`src/rtl/handle_game_end.sv`:
```
// Game-end detector for one board: declares a local win, broadcasts it with
// timeout/retry, and resolves simultaneous wins in favour of player 0.
module handle_game_end #(
    parameter int unsigned PLAYER     = 0,
    parameter int unsigned CNT_W      = 7,
    parameter int unsigned WIN_MODE   = 0,
    parameter int unsigned WIN_CARDS  = 0,
    parameter logic [3:0]  STATE_PLAY = 4'd3,
    parameter logic [3:0]  MSG_WIN    = 4'd9,
    parameter int unsigned TIMEOUT    = 1000,
    parameter int unsigned RETRY_MAX  = 3
) (
    input  logic             clk,
    input  logic             rst,
    input  logic             interboard_rst,
    input  logic             done_and_next,
    input  logic [CNT_W-1:0] my_card_cnt,
    input  logic [3:0]       cur_game_state,
    input  logic             inter_ready,
    input  logic             interboard_en,
    input  logic [3:0]       interboard_msg_type,
    output logic             one_win,
    output logic             game_over,
    output logic             winner,
    output logic             link_err,
    output logic             ctrl_en,
    output logic             ctrl_move_dir,
    output logic [3:0]       ctrl_msg_type,
    output logic [5:0]       ctrl_card,
    output logic [2:0]       ctrl_sel_len,
    output logic [4:0]       ctrl_block_x,
    output logic [2:0]       ctrl_block_y
);

    localparam int TW = (TIMEOUT > 1) ? $clog2(TIMEOUT) : 1;
    localparam int RW = ($clog2(RETRY_MAX + 1) > 0) ? $clog2(RETRY_MAX + 1) : 1;
    localparam logic [TW-1:0]    TO_LAST   = TW'(TIMEOUT - 1);
    localparam logic [RW-1:0]    RETRY_LIM = RW'(RETRY_MAX);
    localparam logic [CNT_W-1:0] WIN_TH    = CNT_W'(WIN_CARDS);
    localparam logic             P_ID      = (PLAYER != 0);

    typedef enum logic [2:0] {IDLE, SEND, WAIT_ACC, WAIT_DONE, OVER} state_t;

    state_t        r_state, w_state_n;
    logic          r_one_win, w_one_win_n;
    logic          r_game_over, w_game_over_n;
    logic          r_winner, w_winner_n;
    logic          r_link_err, w_link_err_n;
    logic          r_ctrl_en, w_ctrl_en_n;
    logic [5:0]    r_card, w_card_n;
    logic [TW-1:0] r_cnt, w_cnt_n;
    logic [RW-1:0] r_retry, w_retry_n;

    logic        w_rst;
    logic        w_win_cond;
    logic        w_rx_win;
    logic        w_abandon;
    logic [31:0] w_cnt_ext;
    logic [5:0]  w_card_sat;

    assign w_rst      = rst | interboard_rst;
    assign w_win_cond = done_and_next && (cur_game_state == STATE_PLAY) &&
                        ((WIN_MODE != 0) ? (my_card_cnt <= WIN_TH) : (my_card_cnt == '0));
    assign w_rx_win   = interboard_en && (interboard_msg_type == MSG_WIN) &&
                        (cur_game_state == STATE_PLAY);
    assign w_abandon  = w_rx_win && P_ID;
    assign w_cnt_ext  = 32'(my_card_cnt);
    assign w_card_sat = (w_cnt_ext > 32'd63) ? 6'd63 : w_cnt_ext[5:0];

    always_ff @(posedge clk) begin
        if (w_rst) begin
            r_state     <= IDLE;
            r_one_win   <= 1'b0;
            r_game_over <= 1'b0;
            r_winner    <= 1'b0;
            r_link_err  <= 1'b0;
            r_ctrl_en   <= 1'b0;
            r_card      <= '0;
            r_cnt       <= '0;
            r_retry     <= '0;
        end else begin
            r_state     <= w_state_n;
            r_one_win   <= w_one_win_n;
            r_game_over <= w_game_over_n;
            r_winner    <= w_winner_n;
            r_link_err  <= w_link_err_n;
            r_ctrl_en   <= w_ctrl_en_n;
            r_card      <= w_card_n;
            r_cnt       <= w_cnt_n;
            r_retry     <= w_retry_n;
        end
    end

    always_comb begin
        w_state_n     = r_state;
        w_one_win_n   = r_one_win;
        w_game_over_n = r_game_over;
        w_winner_n    = r_winner;
        w_link_err_n  = r_link_err;
        w_ctrl_en_n   = 1'b0;
        w_card_n      = r_card;
        w_cnt_n       = r_cnt;
        w_retry_n     = r_retry;

        case (r_state)
            IDLE: begin
                if (w_rx_win && (P_ID || !w_win_cond)) begin
                    w_state_n     = OVER;
                    w_game_over_n = 1'b1;
                    w_winner_n    = ~P_ID;
                end else if (w_win_cond) begin
                    w_state_n   = SEND;
                    w_one_win_n = 1'b1;
                    w_card_n    = w_card_sat;
                    w_cnt_n     = '0;
                    w_retry_n   = '0;
                end
            end
            SEND: begin
                if (inter_ready) begin
                    w_ctrl_en_n = 1'b1;
                    w_cnt_n     = '0;
                    w_state_n   = WAIT_ACC;
                end
            end
            WAIT_ACC: begin
                if (!inter_ready) begin
                    w_cnt_n   = '0;
                    w_state_n = WAIT_DONE;
                end else if (r_cnt == TO_LAST) begin
                    if (r_retry < RETRY_LIM) begin
                        w_retry_n = r_retry + 1'b1;
                        w_state_n = SEND;
                    end else begin
                        w_link_err_n  = 1'b1;
                        w_game_over_n = 1'b1;
                        w_winner_n    = P_ID;
                        w_state_n     = OVER;
                    end
                end else begin
                    w_cnt_n = r_cnt + 1'b1;
                end
            end
            WAIT_DONE: begin
                if (inter_ready) begin
                    w_game_over_n = 1'b1;
                    w_winner_n    = P_ID;
                    w_state_n     = OVER;
                end else if (r_cnt == TO_LAST) begin
                    w_link_err_n  = 1'b1;
                    w_game_over_n = 1'b1;
                    w_winner_n    = P_ID;
                    w_state_n     = OVER;
                end else begin
                    w_cnt_n = r_cnt + 1'b1;
                end
            end
            OVER: ;
            default: w_state_n = IDLE;
        endcase

        // Board 1 yields to a remote win at any point of its own broadcast.
        if (w_abandon && (r_state inside {SEND, WAIT_ACC, WAIT_DONE})) begin
            w_state_n     = OVER;
            w_game_over_n = 1'b1;
            w_winner_n    = ~P_ID;
            w_one_win_n   = 1'b0;
            w_ctrl_en_n   = 1'b0;
        end
    end

    assign one_win       = r_one_win;
    assign game_over     = r_game_over;
    assign winner        = r_winner;
    assign link_err      = r_link_err;
    assign ctrl_en       = r_ctrl_en;
    assign ctrl_msg_type = r_ctrl_en ? MSG_WIN : '0;
    assign ctrl_card     = r_card;
    assign ctrl_move_dir = 1'b0;
    assign ctrl_sel_len  = '0;
    assign ctrl_block_x  = '0;
    assign ctrl_block_y  = '0;

endmodule
```
`config.mk`:
```
export PLATFORM = sky130hd
export DESIGN_NAME = handle_game_end
export DESIGN_NICKNAME = d
export VERILOG_FILES = /design/src/rtl/handle_game_end.sv
export SDC_FILE = /design/constraint.sdc
export NUM_CORES = 1
export LEC_CHECK = 0
export ABC_CLOCK_PERIOD_IN_PS = 1480
export BUFFER_PORTS_ARGS = -buffer_cell sky130_fd_sc_hd__buf_2
export CAP_MARGIN = 20
export CORE_ASPECT_RATIO = 0.6
export CORE_UTILIZATION = 45
export CTS_BUF_LIST = sky130_fd_sc_hd__clkbuf_16
export DETAILED_ROUTE_END_ITERATION = 7
export PLACE_DENSITY = 0.77
export SKIP_CTS_REPAIR_TIMING = 1
export SYNTH_ARGS = -nofsm -noshare
export SYNTH_HDL_FRONTEND = slang
export SYNTH_SLANG_ARGS = --single-unit
```
`constraint.sdc`:
```
create_clock -name clk -period 1.48 [get_ports clk]
set_input_delay 0.074 -clock clk [delete_from_list [all_inputs] [get_ports clk]]
set_output_delay 0.074 -clock clk [all_outputs]
set_load 0.02 [all_outputs]
```
# Yosys cells after proc, flatten, opt, wreduce, memory -nomap -nowiden
# Cells that the tools add are included.
[totals]
ff_bits = 26
inputBits = 21
out_inout_bits = 27
wordCells = 96
[classes]
n_mux = 40
order_cmp = 2
n_eq_ne = 20
n_reduce_logical = 19
bitwise = 4
add_sub_neg = 2
[op_table]
columns = ["op", "n"]
rows = [
  ["two-way mux 10 bit", 6],
  ["one-hot mux 10 bit (4 select lines)", 1],
  ["two-way mux 3 bit", 8],
  ["!= test 2 bit, second input constant", 10],
  ["AND reduction 6 bit", 3],
  ["one-hot mux 3 bit (5 select lines)", 1],
  ["two-way mux 1 bit", 13],
  ["adder 10 x 1 -> 10 bit, second input constant", 1],
  ["== test 10 bit, second input constant", 1],
  ["two-way mux 2 bit", 5],
  ["AND reduction 5 bit", 2],
  ["!= test 3 bit, second input constant", 3],
  ["> comparator 7 x 6 -> 1 bit, second input constant", 1],
  ["zero test 7 bit", 1],
  ["== test 3 x 2 -> 1 bit, second input constant", 2],
  ["two-way mux 6 bit", 1],
  ["one-hot mux 1 bit (3 select lines)", 2],
  ["logical AND 1 bit", 5],
  ["== test 4 x 2 -> 1 bit, second input constant", 1],
  ["== test 4 bit, second input constant", 1],
  ["two-way mux 4 bit", 1],
  ["one-hot mux 2 bit (2 select lines)", 1],
  ["nonzero test 2 bit", 2],
  ["nonzero test 4 bit", 1],
  ["other kinds (12)", 14],
]

# Logic depth before layout (Yosys ltp)
# Gate-level depths: netlist (run 1).
[depth]
ltp_word = 7
ltp_mapped = 6
mapped_depth_nobuf = 6

# Least setup slack after synthesis (run 1)
# Ideal clock, no wire load.
[synth_timing]
path_kind = "reg2reg"
startpoint = "register r_state[2]"
endpoint = "register r_state[2]"
stages_incl_launch_ff = 6
setup_slack_ps = -72
n_path_buf = 1
period_less_slack_ps = 1552
arrival_time_ps = 1434
setup_ps = 117
required_time_ps = 1363
cell_sequence = "dfxtp_1 buf_2 or3_1 o311ai_1 nor2_1 a32o_1"
[synth_between]
elab_chain_len = 3
word_cells_on_any_way = 12
classes_between = "eq/ne (8); mux (1); bitwise (1); reduce/logical (2)"
[synth_rtl]
columns = ["element", "line", "text"]
rows = [
  ["start: declaration", "44", "state_t r_state, w_state_n;"],
  ["start signal: assignment", "82", "r_state <= w_state_n;"],
  ["== test 3 x 2 -> 1 bit, or another cell as far along", "105", "case (r_state)"],
  ["!= test 3 bit (no line), or another cell as far along", "-", ""],
  ["AND reduction 5 bit (no line)", "-", ""],
]
# Several ways; a longest one is shown, not always the timed one.
# A chain may end at the register's enable or synchronous reset.

# Worst setup path after layout (run 1)
[layout_timing]
startpoint = "register r_cnt[3]"
endpoint = "register r_retry[0]"
[layout_between]
elab_chain_len = 3
[layout_rtl]
columns = ["element", "line", "text"]
rows = [
  ["start: declaration", "51", "logic [TW-1:0] r_cnt, w_cnt_n;"],
  ["start signal: assignment", "89", "r_cnt <= w_cnt_n;"],
  ["== test 10 bit", "130", "end else if (r_cnt == TO_LAST) begin"],
  ["!= test 2 bit (no line)", "-", ""],
  ["AND reduction 6 bit (no line)", "-", ""],
  ["end signal: assignment", "90", "r_retry <= w_retry_n;"],
  ["end: declaration", "52", "logic [RW-1:0] r_retry, w_retry_n;"],
]
# No other way between the ends.

==> impl_metrics.json, run 1 <==
{
  "power.total_mw": 1.62,
  "core_um2": 3040,
  "pre_cts_slack_ps": -166,
  "path_class": "reg -> reg",
  "hp-class": "in -> reg",
  "htree_num_levels": 1,
  "ys_seq_elements": 26,
  "final_max_slew_viol_count": 0,
  "viasPerCell": 5.39,
  "end_kind": "register",
  "synth-edff-count": 0,
  "yosys.area.top_type": "dfxtp_1",
  "row_count": 15,
  "ys_seq_area_share_pct": 34.1,
  "synth_common_cells": "dfxtp_1 (26), nand2_1 (23), buf_4 (17), nor2_1 (14), a31oi_1 (11)",
  "skew_ps": 2.38,
  "synth_top_area_share_pct": 34.1,
  "cp_cell_sequence": "or3b_4 -> nor3_4 -> nand2_2 -> a2111o_1 -> a31oi_1",
  "synthCells": 180,
  "path_buf_inv": 0,
  "status": "finished with violations",
  "nets": 266,
  "initialDrtViolationCount": 153,
  "ant_nets": 0,
  "drv_cap": 0,
  "drc_errors": 0,
  "rsz0062_at_grt": "yes",
  "yosysMostFrequentCell": "dfxtp_1",
  "first_pass_iters": 4,
  "start_util_pct": 50.2,
  "wl_per_cell_um": 14.1,
  "finalWorstSetupSlack_ps": -161,
  "drt_wl_total_mm": 3.99,
  "p_leak_nw": 0.919,
  "path_clk_slew_ps": 70,
  "cts_root_buffer": "clkbuf_16",
  "cts_buffers": 3,
  "syn_area_per_cell_um2": 8.49,
  "clk_latency_ps": 270,
  "placed_cells": 280,
  "crit_required_ps": 1680,
  "gp_congestion": 0.945,
  "clock_sinks": 26,
  "yosys.cell_types.count": 50,
  "powerDensity_nw_per_um2": 755,
  "reg2reg_slack_ps": -160,
  "grt_overflow": 0,
  "cp_top_family": "simple AND/OR/NAND/NOR gates",
  "finalNonFillerCells": 284,
  "grt_pass1_wl_mm": 6.15,
  "hold_path_depth": 3,
  "antenna_found_initial": 0,
  "dp_hpwl_mm": 2.93,
  "crit_cells": 5,
  "max_stage_delay_ps": 420,
  "ys_warn_count": 0,
  "cts_buffer_depth": 2,
  "cts_tree": "done",
  "max-vdd-ir-drop_uv": 644,
  "worstPathArrival_ps": 1840,
  "report.final.hold_viol_count": 0,
  "synth-main-ff-cell": "dfxtp_1",
  "async_reset_ff_share_pct": 0,
  "worst-r2r-cell-count": 5,
  "violations": "negative setup slack",
  "via_count": 1530,
  "dieArea_um2": 3640,
  "port_buffers": 33,
  "syn-cell-area_um2": 1530,
  "period_share_pct": 111,
  "fp.dieH_um": 47.1,
  "die_w_um": 77.2,
  "start_kind": "register",
  "io_pins": 48,
  "grt_util_all_layers_pct": 22.3,
  "setup.worst_path.start": "r_cnt[3]",
  "whs_ps": 114,
  "crit_slowest_cell": "or3b_4",
  "grt_pass1_vias": 1328,
  "clock.fmax_mhz": 609,
  "drive_above_1_share_pct": 45.5,
  "r2r-end": "r_retry[0]",
  "path_max_fanout": 4,
  "area_growth_pct": 40.4,
  "r2r-start": "r_cnt[3]",
  "ys_top_cells_by_area": "dfxtp_1 (34%), buf_4 (8.4%), nand2_1 (5.7%)",
  "setup_violations": 10,
  "num_antenna_cells": 0,
  "cp-endpoint": "r_retry[0]",
  "min_period_ps": 1640,
  "grt_max_degree": 21
}
per-layer routing:
metal | track usage (%) | up-vias | share of wire (%) | wire (um)
li1 | - | 749 | - | -
met1 | 30.0 | 711 | 49 | 1950
met2 | 35.0 | 65 | 42 | 1680
met3 | 7.57 | 5 | 8.4 | 334
met4 | 5.28 | 0 | 0.68 | 27
met5 | 0 | - | 0 | 0
worst min-delay path by stage:
stage | start | to
2_1_floorplan | rst | r_cnt[0]
3_3_place_gp | rst | r_cnt[0]
3_5_place_dp | rst | r_cnt[0]
4_1_cts | rst | r_cnt[0]
5_1_grt | rst | r_cnt[0]
6_report | rst | r_cnt[0]
tightest hold or removal path, cell delays in order:
cell	delay, ps
buf_2	90
or3_1	100
o22ai_2	70
layout make-up:
| type | instances | area (um2) |
|---|---|---|
| Sequential cell | 26 | 531 |
| Clock buffer | 3 | 75.1 |
| Fill cell | 237 | 896 |
| Multi-Input combinational cell | 142 | 1010 |
| Timing Repair Buffer | 69 | 443 |
| Inverter | 1 | 3.75 |
| Tap cell | 42 | 52.6 |
| Clock inverter | 1 | 30.0 |
metrics by stage:
step	setup TNS (ps)	util, %	cell area (um2)
after floorplan	-54.9	-	1590
after global placement	-782	62.9	1910
after detailed placement	-1450	62.9	1910
after CTS	-1710	66.3	2020
after global routing	-1410	70.5	2140
final	-730	70.5	2140
power by group:
part	internal [mW]	switching, mW
registers	0.697	0.000110
logic	0.0396	0.0772
clock network	0.539	0.265
cells in the final DEF, fill, tap and decap left out, drive strengths merged, types with 3 or more instances in the layout:
cell / synthesis / final
or3: 3 / 3
a211oi: 3 / 3
o21bai: 4 / 4
a31oi: 11 / 11
nor2b: 3 / 3
a21oi: 4 / 4
nor2: 14 / 14
nor3: 5 / 5
nand3: 4 / 4
buf: 20 / 69
o21ai: 9 / 9
or2: 3 / 3
a311oi: 3 / 3
nand2: 24 / 24
conb: 1 / 14
dfxtp: 26 / 26
o22ai: 3 / 3
clkbuf: 4 / 3
and3: 6 / 6
registers in the layout (all words and copies together) (netlist names):
name       cells
r_cnt         10
ctrl_card      6
r_state        3
r_retry        2
ctrl_en        1
game_over      1
link_err       1
one_win        1
winner         1
kinds of logic after synthesis:
| logic type | synth area share [%] |
|---|---|
| simple gates | 29.1 |
| compound gates | 21.5 |
| flops | 34.1 |
| buf+inv | 11.0 |
| fa+ha+maj | 2.29 |
| xor+xnor | 1.15 |
| other cells | 0.245 |
| mux | 0.655 |
(Power assumes the default switching activity.)
==> run 2, diff against run 1 <==
--- a/config.mk
+++ b/config.mk
@@ -5,14 +5,14 @@
 export SDC_FILE = /design/constraint.sdc
 export NUM_CORES = 1
 export LEC_CHECK = 0
-export ABC_CLOCK_PERIOD_IN_PS = 1480
+export ABC_CLOCK_PERIOD_IN_PS = 1800
 export BUFFER_PORTS_ARGS = -buffer_cell sky130_fd_sc_hd__buf_2
 export CAP_MARGIN = 20
 export CORE_ASPECT_RATIO = 0.6
-export CORE_UTILIZATION = 45
+export CORE_UTILIZATION = 50
 export CTS_BUF_LIST = sky130_fd_sc_hd__clkbuf_16
 export DETAILED_ROUTE_END_ITERATION = 7
-export PLACE_DENSITY = 0.77
+export PLACE_DENSITY = 0.8
 export SKIP_CTS_REPAIR_TIMING = 1
 export SYNTH_ARGS = -nofsm -noshare
 export SYNTH_HDL_FRONTEND = slang
==> constraint.sdc (replaced) <==
create_clock -name clk -period 1.8 [get_ports clk]
set_input_delay 0.09 -clock clk [delete_from_list [all_inputs] [get_ports clk]]
set_output_delay 0.09 -clock clk [all_outputs]
set_load 0.02 [all_outputs]
==> impl_metrics.json, run 2 (synthesis results as in run 1) <==
{
  "status": "complete, no violations",
  "regMostFlops": "r_cnt",
  "powerDensity_nw_per_um2": 630,
  "regArea_um2": 522,
  "cp_cell_sequence": "or3b_4 -> nor3_4 -> nand2_2 -> a2111o_1 -> a31oi_1",
  "mostFrequentLayoutCells": "buf_2 (33), dfxtp_1 (25), nand2_1 (23), nor2_1 (14), conb_1 (14)",
  "num_antenna_cells": 0,
  "htree_num_levels": 1,
  "ant_nets": 0,
  "nets": 243,
  "first_pass_iters": 4,
  "path_clk_slew_ps": 60,
  "gp_congestion": 0.874,
  "end_kind": "register",
  "crit_required_ps": 1980,
  "path_max_fanout": 5,
  "drive_above_1_share_pct": 29.4,
  "final_common_cell": "buf_2",
  "row_count": 15,
  "clk_latency_ps": 260,
  "area_growth_pct": 18.3,
  "grt_overflow": 0,
  "fp.dieH_um": 44.8,
  "p_leak_nw": 0.772,
  "max_stage_delay_ps": 440,
  "grt_pass1_vias": 1246,
  "antenna_found_initial": 0,
  "grt_util_all_layers_pct": 23.4,
  "drc_errors": 0,
  "report.final.hold_viol_count": 0,
  "cts_buffer_depth": 2,
  "path_class": "reg -> reg",
  "power.total_mw": 1.14,
  "viasPerCell": 5.57,
  "max-vdd-ir-drop_uv": 419,
  "hp-class": "in -> reg",
  "min_period_ps": 1730,
  "multi_input_area_um2": 891,
  "grt_max_degree": 15,
  "grt_pass1_wl_mm": 5.85,
  "wl_per_cell_um": 13.4,
  "cts_buffers": 3,
  "largest_reg_flops": 10,
  "dieArea_um2": 3290,
  "skew_ps": 6.03,
  "n_fill_cell": 260,
  "placed_cells": 256,
  "clock_sinks": 26,
  "setup_violations": 0,
  "whs_ps": 136,
  "period_share_pct": 96.0,
  "start_util_pct": 52.9,
  "start_kind": "register",
  "drv_cap": 0,
  "dp_hpwl_mm": 2.72,
  "drt_wl_total_mm": 3.50,
  "finalSetupTns_ps": 0,
  "port_buffers": 33,
  "worstPathArrival_ps": 1910,
  "cts_tree": "done",
  "final_max_slew_viol_count": 0,
  "cts_root_buffer": "clkbuf_16",
  "crit_slowest_cell": "or3b_4",
  "clock.fmax_mhz": 579,
  "io_pins": 48,
  "core_um2": 2890,
  "initialDrtViolationCount": 143,
  "die_w_um": 73.4,
  "rsz0062_at_grt": "no",
  "via_count": 1449,
  "finalNonFillerCells": 260
}
run 2: cell count changes in the layout (fill, tap and decap cells not counted), sizes merged:
cell | previous run | this run
bufinv | 1 | 0
buf | 69 | 46
run 2: routing by layer:
metal  global-route usage [%]  vias up  wire length (um)
met1                     34.8      669              1740
met4                     4.23        0                17
met3                     6.70        4               327
met2                     33.9       71              1410
met5                        0        -                 0
li1                         -      705                 -
run 2: final timing paths:
kind | from | endpoint | slack, ps | cells past startpoint
setup / recovery | r_cnt[3] | r_retry[0] | 70 | 5
hold / removal | rst | r_cnt[0] | 140 | 3
setup reg to reg | r_cnt[3] | r_retry[0] | 70 | 5
hold reg to reg | one_win | one_win | 450 | 2
run 2: layout make-up:
cell class | count | share of cell area, %
inverter | 1 | 0.208
multi-input combinational | 142 | 49.3
tap | 42 | 2.91
clock buffer | 3 | 4.16
sequential | 26 | 28.9
timing repair buffer | 46 | 14.5
run 2: power by group:
part	internal (mW)	switching, mW
registers	0.575	0.0000924
clock network	0.294	0.182
logic	0.0288	0.0579
run 2: through the flow:
stage | utilization [%] | cell area, um2 | worst slack, ps
3_5_place_dp | 59.5 | 1720 | 59.9
3_3_place_gp | 59.5 | 1720 | 136
2_1_floorplan | - | 1580 | 248
5_1_grt | 62.5 | 1810 | 5.13
6_report | 62.5 | 1810 | 71.5
4_1_cts | 62.1 | 1800 | 28.8
run 2: critical path: cells and delay by family (launching register included):
family | cells | cell delay [ps]
compound gates | 2 | 510
simple gates | 3 | 800
flops | 1 | 340
==> run 3, diff against run 2 <==
--- a/config.mk
+++ b/config.mk
@@ -8,11 +8,12 @@
 export ABC_CLOCK_PERIOD_IN_PS = 1800
 export BUFFER_PORTS_ARGS = -buffer_cell sky130_fd_sc_hd__buf_2
 export CAP_MARGIN = 20
-export CORE_ASPECT_RATIO = 0.6
+export CORE_ASPECT_RATIO = 1.5
 export CORE_UTILIZATION = 50
 export CTS_BUF_LIST = sky130_fd_sc_hd__clkbuf_16
+export CTS_CLUSTER_DIAMETER = 80
 export DETAILED_ROUTE_END_ITERATION = 7
-export PLACE_DENSITY = 0.8
+export PLACE_DENSITY = 0.78
 export SKIP_CTS_REPAIR_TIMING = 1
 export SYNTH_ARGS = -nofsm -noshare
 export SYNTH_HDL_FRONTEND = slang
==> impl_metrics.json, run 3 (synthesis results as in run 1) <==
{
  "pre_cts_slack_ps": 103,
  "grt_pass1_wl_mm": 5.84,
  "clk_latency_ps": 260,
  "first_pass_iters": 4,
  "finalWorstSetupSlack_ps": 77.5,
  "path_buf_inv": 0,
  "start_kind": "register",
  "pwr-share-clk_pct": 42.8,
  "path_class": "reg -> reg",
  "clock.fmax_mhz": 581,
  "area_growth_pct": 18.4,
  "worstPathArrival_ps": 1870,
  "cts_root_buffer": "clkbuf_16",
  "path_clk_slew_ps": 60,
  "dieArea_um2": 3280,
  "max-vdd-ir-drop_uv": 512,
  "num_antenna_cells": 0,
  "p_int_mw": 0.901,
  "reg2reg_slack_ps": 80,
  "min_period_ps": 1720,
  "io_pins": 48,
  "r2r-start": "r_cnt[4]",
  "crit_required_ps": 1940,
  "core_um2": 2910,
  "n_fill_cell": 277,
  "cts_buffer_depth": 2,
  "combPwrFrac_pct": 7.5,
  "grt_pass1_vias": 1377,
  "drv_cap": 0,
  "p_leak_nw": 0.769,
  "nets": 242,
  "viasPerCell": 5.60,
  "drive_above_1_share_pct": 30.3,
  "cp_top_family": "simple AND/OR/NAND/NOR gates",
  "cts_tree": "done",
  "htree_num_levels": 1,
  "crit_slowest_cell": "or3b_4",
  "start_util_pct": 52.4,
  "crit_cells": 5,
  "final_common_cell": "buf_2",
  "largest_reg_flops": 10,
  "p_sw_mw": 0.257,
  "die_w_um": 47.1,
  "status": "complete, no violations",
  "finalNonFillerCells": 257,
  "grt_overflow": 0,
  "worst-r2r-cell-count": 5,
  "seq_power_share_pct": 49.7,
  "cp_cell_sequence": "or3b_4 -> nor3_4 -> and2b_2 -> a21boi_0 -> o22ai_1",
  "finalSetupTns_ps": 0,
  "antenna_found_initial": 0,
  "placed_cells": 251,
  "drt_wl_total_mm": 3.51,
  "mostFrequentLayoutCells": "buf_2 (33), nand2_1 (23), dfxtp_1 (23), nor2_1 (14), conb_1 (14)",
  "r2r-end": "r_cnt[3]",
  "port_buffers": 33,
  "powerDensity_nw_per_um2": 640,
  "via_count": 1439,
  "grt_max_degree": 15,
  "cp-endpoint": "r_cnt[3]",
  "clock_sinks": 26,
  "setup_violations": 0,
  "ant_nets": 0,
  "p_sw_share_pct": 22.2,
  "row_count": 24,
  "drc_errors": 0,
  "cts_buffers": 3,
  "fp.dieH_um": 69.7,
  "power.total_mw": 1.16,
  "report.final.hold_viol_count": 0,
  "max_stage_delay_ps": 420,
  "gp_congestion": 0.865,
  "setup.worst_path.start": "r_cnt[4]",
  "initialDrtViolationCount": 43,
  "period_share_pct": 95.7,
  "utilization_pct": 62.1,
  "regMostFlops": "r_cnt",
  "final_max_slew_viol_count": 0,
  "grt_util_all_layers_pct": 24.3,
  "end_kind": "register",
  "dp_hpwl_mm": 2.58,
  "hp-class": "in -> reg",
  "wl_per_cell_um": 13.7,
  "path_max_fanout": 5,
  "skew_ps": 4.11
}
-- run 3: layout make-up --
class	instances	area [um2]	area share [%]
repair buffers	45	255	14.1
flip-flops and latches	26	524	29.0
clock inverters	1	3.75	0.207
multi-input cells	142	898	49.7
clock buffers	3	75.1	4.15
inverters	1	3.75	0.207
well taps	39	48.8	2.70
-- run 3: stage by stage --
stage | area [um2] | hold WS (ps)
finish | 1810 | 136
global route | 1810 | 146
CTS | 1780 | 138
detailed placement | 1700 | 411
global placement | 1700 | 407
floorplan | 1580 | 278
-- run 3: how the worst min path moves through the flow --
stage	startpoint	end	cells past startpoint	slack, ps
2_1_floorplan	rst	r_cnt[0]	2	280
3_3_place_gp	rst	r_cnt[0]	3	410
3_5_place_dp	rst	r_cnt[0]	3	410
4_1_cts	rst	r_cnt[0]	3	140
5_1_grt	rst	r_cnt[0]	3	150
6_report	rst	r_cnt[0]	3	140
-- run 3: worst min-delay path: stages --
cell	delay, ps
buf_2	90
or3_1	100
o22ai_1	70
-- run 3: metal layers --
metal  routed length (um)  track usage, %  part of all wire, %  vias up
met5                    0               0                    0        -
met4                  104            10.5                  3.0        0
met3                  181            4.43                  5.2        9
met2                 1880            41.4                   54       54
met1                 1350            27.8                   38      673
li1                     -               -                    -      703
-- run 3: power groups by stage --
stage,sequential [mW],combinational [mW],clock (mW)
after global routing,0.575,0.0958,0.536
after floorplan,0.588,0.0741,0
after CTS,0.575,0.0857,0.508
final,0.575,0.0870,0.496
after detailed placement,0.588,0.0850,0
after global placement,0.588,0.0835,0
